$ cat config.mk
export PLATFORM = sky130hd
export DESIGN_NAME = regfile_wb_arbiter
export DESIGN_NICKNAME = d
export VERILOG_FILES = /design/src/rtl/regfile_ctrl_pkg.sv /design/src/rtl/wb_scoreboard.sv /design/src/rtl/regfile_wb_arbiter.sv
export SDC_FILE = /design/constraint.sdc
export NUM_CORES = 1
export LEC_CHECK = 0
export CAP_MARGIN = 10
export CORE_MARGIN = 1.5
export CORE_UTILIZATION = 42
export DETAILED_ROUTE_END_ITERATION = 7
export MAX_ROUTING_LAYER = met4
export PLACE_DENSITY = 0.81
export SYNTH_ARGS = -nofsm -noshare
export SYNTH_HDL_FRONTEND = slang
export SYNTH_SLANG_ARGS = --single-unit
$ cat constraint.sdc
create_clock -name clk -period 2.2 [get_ports clk]
set_clock_uncertainty 0.1 [all_clocks]
set_input_delay 0.22 -clock clk [delete_from_list [all_inputs] [get_ports clk]]
set_output_delay 0.22 -clock clk [all_outputs]
set_load 0.05 [all_outputs]
$ cat src/rtl/regfile_ctrl_pkg.sv
// Shared types and default sizes for the register-file write-back control slice.
package regfile_ctrl_pkg;

  localparam int unsigned DEF_IS_DEPTH   = 5;
  localparam int unsigned DEF_REGF_DEPTH = 32;
  localparam int unsigned DEF_REGF_WIDTH = 32;
  localparam int unsigned DEF_MAX_WAIT   = 4;

  typedef enum logic {
    PRIO_A,
    PRIO_B
  } arb_state_t;

  typedef logic [DEF_IS_DEPTH-1:0] reg_addr_t;

endpackage

$ cat src/rtl/wb_scoreboard.sv
// Pending-write scoreboard for long-latency destinations: tracks outstanding
// registers, answers decode-stage hazard queries and flags unexpected B writes.
module wb_scoreboard
  import regfile_ctrl_pkg::*;
#(
  parameter int unsigned IS_DEPTH   = DEF_IS_DEPTH,
  parameter int unsigned REGF_DEPTH = DEF_REGF_DEPTH
) (
  input  logic                clk,
  input  logic                rst,
  input  logic                iss_long,
  input  logic [IS_DEPTH-1:0] iss_rd,
  input  logic                b_grant,
  input  logic [IS_DEPTH-1:0] b_rd,
  input  logic [IS_DEPTH-1:0] q_rs1,
  input  logic [IS_DEPTH-1:0] q_rs2,
  input  logic [IS_DEPTH-1:0] q_rd,
  output logic                hazard,
  output logic                sb_err
);

  logic [REGF_DEPTH-1:0] pending;
  logic [REGF_DEPTH-1:0] pending_nxt;
  logic [REGF_DEPTH-1:0] set_vec;
  logic [REGF_DEPTH-1:0] clr_vec;
  logic                  err_hit;

  // Next pending vector: clear first, then set, so a same-cycle re-issue stays outstanding.
  always_comb begin
    set_vec = '0;
    clr_vec = '0;
    if (iss_long && (iss_rd != '0)) set_vec[iss_rd] = 1'b1;
    if (b_grant) clr_vec[b_rd] = 1'b1;
    pending_nxt    = (pending & ~clr_vec) | set_vec;
    pending_nxt[0] = 1'b0;
    err_hit        = b_grant && (b_rd != '0) && !pending[b_rd];
  end

  // Hazard lookup reads registered state only.
  always_comb begin
    hazard = pending[q_rs1] | pending[q_rs2] | pending[q_rd];
  end

  // Scoreboard and sticky error registers.
  always_ff @(posedge clk or negedge rst) begin
    if (!rst) begin
      pending <= '0;
      sb_err  <= 1'b0;
    end else begin
      pending <= pending_nxt;
      if (err_hit) sb_err <= 1'b1;
    end
  end

endmodule

$ cat src/rtl/regfile_wb_arbiter.sv
// Shares the register-file write port between pipeline write-back (A) and a
// multi-cycle unit (B), with starvation protection for B and a pending scoreboard.
module regfile_wb_arbiter
  import regfile_ctrl_pkg::*;
#(
  parameter int unsigned IS_DEPTH   = DEF_IS_DEPTH,
  parameter int unsigned REGF_DEPTH = DEF_REGF_DEPTH,
  parameter int unsigned REGF_WIDTH = DEF_REGF_WIDTH,
  parameter int unsigned MAX_WAIT   = DEF_MAX_WAIT
) (
  input  logic                  clk,
  input  logic                  rst,
  input  logic                  a_valid,
  input  logic [IS_DEPTH-1:0]   a_rd,
  input  logic [REGF_WIDTH-1:0] a_data,
  output logic                  a_ready,
  input  logic                  b_valid,
  input  logic [IS_DEPTH-1:0]   b_rd,
  input  logic [REGF_WIDTH-1:0] b_data,
  output logic                  b_ready,
  input  logic                  iss_long,
  input  logic [IS_DEPTH-1:0]   iss_rd,
  input  logic [IS_DEPTH-1:0]   q_rs1,
  input  logic [IS_DEPTH-1:0]   q_rs2,
  input  logic [IS_DEPTH-1:0]   q_rd,
  output logic                  hazard,
  output logic                  rf_we,
  output logic [IS_DEPTH-1:0]   rf_rd,
  output logic [REGF_WIDTH-1:0] rf_wdata,
  output logic                  sb_err
);

  localparam int unsigned WCW = $clog2(MAX_WAIT + 1);
  localparam logic [WCW-1:0] WAIT_MAX = WCW'(MAX_WAIT);

  arb_state_t     state, state_nxt;
  logic [WCW-1:0] wait_cnt, wait_nxt;
  logic           grant_a, grant_b;

  // Grant, write-port mux, wait counter and priority next-state.
  // Grants are gated by reset so they drop the moment reset asserts.
  always_comb begin
    grant_a   = 1'b0;
    grant_b   = 1'b0;
    rf_we     = 1'b0;
    rf_rd     = '0;
    rf_wdata  = '0;
    wait_nxt  = wait_cnt;
    state_nxt = state;

    if (rst) begin
      if (state == PRIO_A) begin
        if (a_valid)      grant_a = 1'b1;
        else if (b_valid) grant_b = 1'b1;
      end else begin
        if (b_valid)      grant_b = 1'b1;
        else if (a_valid) grant_a = 1'b1;
      end
    end

    if (grant_a) begin
      rf_rd    = a_rd;
      rf_wdata = a_data;
      rf_we    = (a_rd != '0);
    end else if (grant_b) begin
      rf_rd    = b_rd;
      rf_wdata = b_data;
      rf_we    = (b_rd != '0);
    end

    if (!b_valid || grant_b)   wait_nxt = '0;
    else if (wait_cnt < WAIT_MAX) wait_nxt = wait_cnt + 1'b1;

    case (state)
      PRIO_A:  if (b_valid && !grant_b && (wait_nxt == WAIT_MAX)) state_nxt = PRIO_B;
      PRIO_B:  if (grant_b) state_nxt = PRIO_A;
      default: state_nxt = PRIO_A;
    endcase
  end

  always_comb begin
    a_ready = grant_a;
    b_ready = grant_b;
  end

  // Arbiter state and B wait counter.
  always_ff @(posedge clk or negedge rst) begin
    if (!rst) begin
      state    <= PRIO_A;
      wait_cnt <= '0;
    end else begin
      state    <= state_nxt;
      wait_cnt <= wait_nxt;
    end
  end

  wb_scoreboard #(
    .IS_DEPTH   (IS_DEPTH),
    .REGF_DEPTH (REGF_DEPTH)
  ) u_sb (
    .clk      (clk),
    .rst      (rst),
    .iss_long (iss_long),
    .iss_rd   (iss_rd),
    .b_grant  (grant_b),
    .b_rd     (b_rd),
    .q_rs1    (q_rs1),
    .q_rs2    (q_rs2),
    .q_rd     (q_rd),
    .hazard   (hazard),
    .sb_err   (sb_err)
  );

endmodule

# Yosys cells after proc, flatten, opt, wreduce, memory -nomap -nowiden
# Index checks and enable logic that the tools add are counted.
word_totals:
  inputBits: 99
  register_bits: 36
  out_inout_bits: 42
  elab_cells: 67
classes:
  n_lt_le_gt_ge: 8
  n_addsub: 1
  mux: 33
  n_reduce_logical: 14
  n_bitwise: 6
  n_eq_ne: 1
op_table:
  columns: ["operator", "n"]
  rows:
  - ["2-to-1 mux 32 bit", 4]
  - ["AND 32 bit", 1]
  - ["NOT 32 bit", 1]
  - ["OR 32 bit", 1]
  - ["< comparator 5 x 6 -> 1 bit (second input constant)", 5]
  - ["binary-select mux 1 bit (select 5 bit)", 4]
  - ["2-to-1 mux 1 bit", 18]
  - ["nonzero test 5 bit", 3]
  - ["demux 1 bit (select 5 bit)", 2]
  - [">= comparator 5 x 1 -> 1 bit (second input constant)", 2]
  - ["2-to-1 mux 5 bit", 2]
  - ["logical AND 1 bit", 7]
  - ["2-to-1 mux 3 bit", 2]
  - ["adder 3 x 1 -> 3 bit (second input constant)", 1]
  - ["== test 3 bit (second input constant)", 1]
  - ["logical NOT 1 bit", 3]
  - ["< comparator 3 bit (second input constant)", 1]
  - ["OR 1 bit", 2]
  - ["one-hot mux 1 bit (2 select lines)", 1]
  - ["logical OR 1 bit", 1]
  - ["NOT 1 bit", 1]

# Logic depth before layout (Yosys ltp)
# Gate-level depths: netlist of run 1.
depth:
  depth_word: 10
  ltp_mapped: 6
  depth_no_buf: 6

# Cells and area by module
# A second synthesis of run 1 with hierarchy kept.
hier_totals:
  hier_cells: 289
  hier_area_um2: 3078.0
by_module_without_submodules:
  columns: ["module", "instances", "cells_each", "seq_area_each_um2", "area_each_um2"]
  rows:
  - ["wb_scoreboard", 1, 216, 800.8, 2418.6]
  - ["regfile_wb_arbiter", 1, 73, 100.1, 659.4]

# Worst setup path before layout of run 1
# OpenSTA, ideal clock, no wires.
synth_path:
  path_kind: "register to output"
  startpoint: "reg state"
  endpoint: "out rf_we"
  required_time_ps: 1880
  t_arrival_ps: 1953
  stages_incl_launch_ff: 5
  setup_slack_ps: -73
  path_buffers: 1
  cell_sequence: "dfrtp_1 -> a21oi_1 -> clkbuf_1 -> o21ai_0 -> o21ai_0"
synth_via:
  elab_cells_between_ends: 6
  cone_classes: "mux (6)"
synth_lines:
  columns: ["element", "line", "source"]
  rows:
  - ["start: declaration", "regfile_wb_arbiter.sv:36", "arb_state_t state, state_nxt;"]
  - ["start signal: assignment", "regfile_wb_arbiter.sv:92", "state <= state_nxt;"]
  - ["2-to-1 mux 1 bit", "regfile_wb_arbiter.sv:52", "if (state == PRIO_A) begin"]
  - ["2-to-1 mux 1 bit", "regfile_wb_arbiter.sv:51", "if (rst) begin"]
  - ["net a_ready", "regfile_wb_arbiter.sv:16", "output logic a_ready,"]
  - ["2-to-1 mux 1 bit", "regfile_wb_arbiter.sv:61", "if (grant_a) begin"]
  - ["end: declaration", "regfile_wb_arbiter.sv:27", "output logic rf_we,"]
# The timed path passes the listed nets, and every way through them passes these cells.

# Worst setup path after layout of run 1
layout_path:
  startpoint: "reg u_sb.pending[19]"
  endpoint: "out hazard"
layout_via:
  elab_chain_len: 4
  elab_cells_between_ends: 8
  cone_classes: "mux (6); bitwise (2)"
layout_rtl:
  columns: ["element", "line", "source"]
  rows:
  - ["start: declaration", "wb_scoreboard.sv:22", "logic [REGF_DEPTH-1:0] pending;"]
  - ["start signal: assignment", "wb_scoreboard.sv:50", "pending <= pending_nxt;"]
  - ["binary-select mux 1 bit (select 5 bit)", "wb_scoreboard.sv:41", "hazard = pending[q_rs1] | pending[q_rs2] | pending[q_rd];"]
  - ["2-to-1 mux 1 bit (implied by the code)", "wb_scoreboard.sv:41", null]
  - ["OR 1 bit", "wb_scoreboard.sv:41", null]
  - ["OR 1 bit *", "wb_scoreboard.sv:41", null]
  - ["end: declaration", "regfile_wb_arbiter.sv:26", "output logic hazard,"]
# Mark *: on every way between the ends. The rest lies on a longest branch, timed or not. The select of a mux whose other input is x is not followed.

==> impl_metrics.env, run 1 <==
export IMPL_overflow=0
export IMPL_die_h_um=88.2
export IMPL_cp_required_ns=1.88
export IMPL_crit_family="multiplexers"
export IMPL_grt_max_degree=39
export IMPL_finalPower_uw=3120
export IMPL_worstMarginPinSlew_ns=0.645
export IMPL_avgSynthCellArea_um2=9.71
export IMPL_start_kind="flip-flop"
export IMPL_synth_top_area_frac=0.295
export IMPL_dp_slack_ns=-0.401
export IMPL_max_stage_delay_ns=0.49
export IMPL_crit_path_cell_trace="buf_6 > mux4_2 > o211ai_1 > and4_4 > nand4_1 > buf_6"
export IMPL_cts_root_buf="clkbuf_8"
export IMPL_synth_top_family_by_area="compound AO/OA/AOI/OAI gates"
export IMPL_n_antenna_cell=0
export IMPL_regToRegSetupSlack_ns=0.12
export IMPL_drive_gt1_frac=0.299
export IMPL_end_kind="output pin"
export IMPL_synth_cells=314
export IMPL_netlist_top_cells_count="66 x o21ai_0, 37 x a22o_1, 36 x dfrtp_1, 15 x mux4_2, 14 x nand2_1"
export IMPL_grt_use_total=0.342
export IMPL_numClockSinks=36
export IMPL_hpwl_mm=10.6
export IMPL_seqCellArea_um2=911
export IMPL_cp_buffers_inverters=2
export IMPL_row_count=30
export IMPL_ant_nets=0
export IMPL_wirelength_mm=13.2
export IMPL_path_class="reg -> out"
export IMPL_crit_fanout=3
export IMPL_drt_iter0_drc=417
export IMPL_core_area_um2=6910
export IMPL_port_buffers=140
export IMPL_cp_data_arrival_time_ns=2.11
export IMPL_die_area_um2=7780
export IMPL_synth_edf_count=0
export IMPL_grt_pass1_wl_mm=19.3
export IMPL_layoutNonFillerInstCount=588
export IMPL_die_w_um=88.2
export IMPL_ys_seq_area_frac=0.295
export IMPL_yosys_warnings=0
export IMPL_synth_simple_area_share=0.141
export IMPL_muxShareOfSynthArea=0.230
export IMPL_synth_main_ff_cell="dfrtp_1"
export IMPL_finalHoldViolCount=0
export IMPL_rr_worst_depth=6
export IMPL_setup_slack_ns=-0.228
export IMPL_async_flop_share=1.00
export IMPL_first_global_vias=3648
export IMPL_synth_compound_area_frac=0.277
export IMPL_placed_cell_area_um2=5240
export IMPL_post_drt_wl_per_cell_um=22.4
export IMPL_antenna_found_initial=0
export IMPL_multi_input_area_um2=2050
export IMPL_initial_core_util=0.442
export IMPL_failed_checks="negative setup slack"
export IMPL_synth_area_top_cells="dfrtp_1 30%, mux4_2 11%, o21ai_0 11%"
export IMPL_syn_cell_area_um2=3050
export IMPL_clk_pin_slew_ns=0.07
export IMPL_drc=0
export IMPL_yosysTopAreaCell="dfrtp_1"
export IMPL_syn_num_nets=414
export IMPL_ir_drop_uv=443
export IMPL_yosysMostFrequentCell="o21ai_0"
export IMPL_cts_buffers=5
export IMPL_period_needed_ns=2.43
export IMPL_cp_common_cell="buf_6"
export IMPL_cts_tree="yes"
export IMPL_powerDensity_nw_per_um2=575
export IMPL_yosys_cell_types_count=49
export IMPL_maxCapViolations=0
export IMPL_io_pins=141
export IMPL_fin_crit_sh=1.10
export IMPL_maxSlewViolCount=0
export IMPL_cts_max_level=2
export IMPL_clock_latency_ns=0.29
export IMPL_crit_slowest_cell="mux4_2"
export IMPL_synth_xor_area_share=0.00287
export IMPL_synth_seq_cells=36
export IMPL_setup_viol=1
export IMPL_dpl_cell_count=576
export IMPL_cts_buffer_depth=2
export IMPL_cp_depth=6
export IMPL_gp_congestion=1.05
export IMPL_detail_route_first_pass_iterations=6
export IMPL_nFillCells=462
export IMPL_finalInstanceArea_um2=5420
export IMPL_grt_setup_unrepaired="true"
export IMPL_max_freq_ghz=0.412
export IMPL_p_leak_uw=0.00217
export IMPL_whs_ns=0.0610
export IMPL_area_growth_pct=77.8
export IMPL_synth_fa_ha_area_frac=0.00410
export IMPL_vias_per_cell=6.34
export IMPL_worstHoldPathType="in -> async"
export IMPL_final_nets=592
export IMPL_outcome="complete, but fails checks"
export IMPL_dr_total_vias=3725
export IMPL_relSlewSlack=0.564
==> through the flow <==
step / setup TNS, ns / util
after floorplan: 0 / -
after global placement: -0.505 / 0.759
after detailed placement: -1.51 / 0.759
after CTS: -0.191 / 0.779
after global routing: -0.255 / 0.785
final: -0.228 / 0.785
==> area by class of cell <==
cell class,instances,area share
Sequential cell,36,0.168
Inverter,9,0.00623
Tap cell,96,0.0222
Timing Repair Buffer,192,0.411
Multi-Input combinational cell,248,0.378
Clock inverter,1,0.000923
Clock buffer,6,0.0134
==> metal layers <==
metal	global-route usage	share of wire
met5	-	0
met4	0.122	0.039
met3	0.0886	0.10
met2	0.547	0.49
met1	0.421	0.37
==> cells in the final DEF (no fill, tap or decap), types with 5 or more instances in the layout <==
cell and instances:
dfrtp_2 8, mux2_2 9, nand3_1 10, nand2b_1 6, mux4_2 17, dfrtp_1 28, o21ai_0 66, a22o_1 37
nand2_1 14, nor2_1 12, nand3b_1 7, clkbuf_8 5, clkdlybuf4s50_1 93, dlygate4sd2_1 5, nor2b_1 7, buf_4 46
inv_1 9, mux2i_1 12, buf_12 42
==> registers in the layout (all words and copies together), names as in the netlist <==
register      count
u_sb.pending     31
wait_cnt          3
u_sb.sb_err       1
state             1
==> worst register-to-register path, stage by stage (launching register included) <==
cell      delay, ns
dfrtp_1        0.42
buf_4          0.16
buf_4          0.13
mux4_2         0.46
nand2b_1       0.10
nand4_1        0.11
o41ai_1        0.46
==> path summary, 6_finish.rpt <==
path | from | to
setup reg to reg | u_sb.pending[11]$_DFF_PN0_ | u_sb.sb_err$_DFFE_PN0P_
setup / recovery | u_sb.pending[19]$_DFF_PN0_ | hazard
min in group clk | rst | state$_DFF_PN0_
max in group asynchronous | rst | state$_DFF_PN0_
hold reg to reg | state$_DFF_PN0_ | state$_DFF_PN0_
hold / removal | rst | u_sb.pending[12]$_DFF_PN0_
==> cell families (layout without fill, tap and decap cells) <==
family | after synthesis | in the layout
compound gates | 127 | 127
simple gates | 77 | 77
mux | 42 | 42
flops | 36 | 36
buf+inv | 30 | 208
fa+ha+maj | 1 | 1
xor+xnor | 1 | 1
==> power by group <==
part,internal (µW),switching [µW],total [µW]
registers,816,240,1060
logic,884,742,1630
clock network,215,223,438
total,1910,1210,3120
==> what timing repair did <==
action	in CTS	in global routing
pin swaps	5	1
endpoints found under the setup margin	1	39
hold endpoints to repair	0	2
setup buffers	3	1
resized for setup	25	9
hold buffers	0	1
(Power assumes the default switching activity.)
==> run 2, diff against run 1 <==
--- a/config.mk
+++ b/config.mk
@@ -6,7 +6,8 @@
 export NUM_CORES = 1
 export LEC_CHECK = 0
 export CAP_MARGIN = 10
-export CORE_MARGIN = 1.5
+export CORE_ASPECT_RATIO = 1.5
+export CORE_MARGIN = 2
 export CORE_UTILIZATION = 42
 export DETAILED_ROUTE_END_ITERATION = 7
 export MAX_ROUTING_LAYER = met4
==> run 2 against run 1 <==
  * The run still ends with negative setup slack left
  * Wire length about the same
  * Combinational power down 5%
  * First-iteration DRC count down 20%
  * Count of clock-buffer cells in the layout unchanged
  * Global-route usage down 0.47 points
  * Critical path depth unchanged
  * Largest cell class unchanged
  * Register-to-register slack better by 0.11 ns
  * Sequential power about the same
  * Maximum frequency about the same
  * Hold slack better by 0.21 ns
  * Clock power up 11%
==> impl_metrics.env, run 2 (synthesis gave the netlist of run 1 again) <==
export IMPL_outcome="complete, but fails checks"
export IMPL_failed_checks="negative setup slack"
export IMPL_vias_per_cell=6.50
export IMPL_layout_commonest_cell="clkdlybuf4s50_1"
export IMPL_r2r_start="state$_DFF_PN0_"
export IMPL_die_w_um=73.6
export IMPL_relSlewSlack=0.654
export IMPL_path_class="reg -> out"
export IMPL_end_kind="output pin"
export IMPL_cp_required_ns=1.88
export IMPL_worstHoldPathType="in -> async"
export IMPL_die_area_um2=7970
export IMPL_layoutNonFillerInstCount=564
export IMPL_nFillCells=497
export IMPL_p_sw_frac=0.388
export IMPL_final_core_util=0.751
export IMPL_fin_crit_sh=1.10
export IMPL_first_global_vias=3600
export IMPL_hpwl_mm=10.3
export IMPL_final_nets=583
export IMPL_regToRegSetupSlack_ns=0.23
export IMPL_rr_endpoint="u_sb.pending[13]$_DFF_PN0_"
export IMPL_drive_gt1_frac=0.283
export IMPL_cts_tree="yes"
export IMPL_maxCapViolations=0
export IMPL_dp_slack_ns=-0.435
export IMPL_clk_pin_slew_ns=0.07
export IMPL_reg_top3="u_sb.pending x31, wait_cnt x3"
export IMPL_ant_nets=0
export IMPL_drc=0
export IMPL_clkPwrFrac=0.156
export IMPL_clock_latency_ns=0.29
export IMPL_seqCellArea_um2=908
export IMPL_worstSetupStartpoint="u_sb.pending[24]$_DFF_PN0_"
export IMPL_area_growth_pct=75.7
export IMPL_cp_endpoint="hazard"
export IMPL_crit_fanout=5
export IMPL_p_leak_uw=0.00214
export IMPL_drt_iter0_drc=333
export IMPL_cts_root_buf="clkbuf_8"
export IMPL_detail_route_first_pass_iterations=5
export IMPL_max_stage_delay_ns=0.46
export IMPL_gp_congestion=1.08
export IMPL_antenna_found_initial=0
export IMPL_crit_path_cell_trace="mux4_2 > nor2_1 > nor4b_1 > a2111oi_2 > nand4_1 > buf_6"
export IMPL_top_register="u_sb.pending"
export IMPL_switching_power_uw=1200
export IMPL_seq_power_share=0.343
export IMPL_start_kind="flip-flop"
export IMPL_setup_viol=8
export IMPL_grt_use_total=0.338
export IMPL_core_area_um2=7130
export IMPL_multi_input_area_um2=2060
export IMPL_cts_buffers=5
export IMPL_grt_pass1_wl_mm=19.7
export IMPL_crit_slowest_cell="dfrtp_2"
export IMPL_powerDensity_nw_per_um2=578
export IMPL_n_antenna_cell=0
export IMPL_grt_setup_unrepaired="true"
export IMPL_maxSlewViolCount=0
export IMPL_post_drt_wl_per_cell_um=23.3
export IMPL_initial_core_util=0.428
export IMPL_grt_max_degree=39
export IMPL_period_needed_ns=2.43
export IMPL_cts_max_level=2
export IMPL_power_frac_comb=0.501
export IMPL_row_count=38
export IMPL_port_buffers=140
export IMPL_worstMarginPinSlew_ns=0.517
export IMPL_wirelength_mm=13.2
export IMPL_rr_worst_depth=7
export IMPL_largest_reg_flops=31
export IMPL_whs_ns=0.269
export IMPL_layout_common_cells="93 x clkdlybuf4s50_1, 65 x o21ai_0, 41 x buf_12, 39 x buf_4, 36 x a22o_1"
export IMPL_setup_slack_ns=-0.229
export IMPL_cp_data_arrival_time_ns=2.11
export IMPL_dr_total_vias=3667
export IMPL_cts_buffer_depth=2
export IMPL_dpl_cell_count=552
export IMPL_p_int_uw=1900
export IMPL_max_freq_ghz=0.412
export IMPL_ir_drop_uv=631
export IMPL_overflow=0
export IMPL_die_h_um=108
export IMPL_numClockSinks=36
export IMPL_finalHoldViolCount=0
export IMPL_io_pins=141
[run 2: changes by cell type in the layout (fill, tap and decap cells not counted), sizes merged]
cell          change
buf               -9
clkbuf            +1
dlygate4sd3       -1
dlygate4sd2       -1
clkinv            +1
dlymetal6s2s      +1
[run 2: layout make-up]
cell class	instances	area share
repair buffers	183	0.404
multi-input cells	248	0.384
flip-flops and latches	36	0.170
well taps	80	0.0187
clock buffers	6	0.0154
inverters	9	0.00630
clock inverters	2	0.00187
[run 2: worst max-delay path: cells and delay by family, from the launching register on]
kind | cells | cell delay [ns]
AO/OA/AOI/OAI | 1 | 0.34
buffers and inverters | 1 | 0.20
flip-flops | 1 | 0.46
multiplexers | 1 | 0.46
AND/OR/NAND/NOR | 3 | 0.35
[run 2: worst min path at each step]
stage                       startpoint                 endpoint  slack [ns]  cells after the start
5_1_grt                            rst          state$_DFF_PN0_        0.26                      2
3_3_place_gp   u_sb.sb_err$_DFFE_PN0P_  u_sb.sb_err$_DFFE_PN0P_        0.36                      2
4_1_cts                            rst          state$_DFF_PN0_        0.25                      2
6_report                           rst          state$_DFF_PN0_        0.27                      2
3_5_place_dp   u_sb.sb_err$_DFFE_PN0P_  u_sb.sb_err$_DFFE_PN0P_        0.36                      2
2_1_floorplan                      rst          state$_DFF_PN0_       -0.18                      0
[run 2: repair_timing]
item | 4_1_cts | 5_1_grt
pin swaps | 3 | 1
buffers inserted | 2 | 0
hold buffers | 0 | 0
resized for setup | 16 | 17
setup endpoints to repair | 1 | 39
cloned | 0 | 2
[run 2: per-stage QoR]
stage	total power (µW)	TNS, ns	instance area [µm²]
5_1_grt	3200	-0.491	5360
6_report	3100	-0.299	5360
2_1_floorplan	1700	0	3060
3_5_place_dp	2510	-0.735	5150
4_1_cts	3030	-0.185	5270
3_3_place_gp	2480	-0.502	5150
[run 2: power groups by stage]
stage	Sequential [µW]	Combinational, µW	Clock (µW)
6_report	1060	1550	484
5_1_grt	1050	1630	511
4_1_cts	1030	1510	485
3_5_place_dp	1040	1480	0
3_3_place_gp	1040	1440	0
2_1_floorplan	929	774	0
[run 2: layer usage]
metal | vias up | track usage | routed length [µm]
met5 | - | - | 0
met4 | 0 | 0.158 | 700
met3 | 78 | 0.0466 | 1240
met2 | 256 | 0.554 | 6500
met1 | 1741 | 0.404 | 4720
li1 | 1592 | - | -
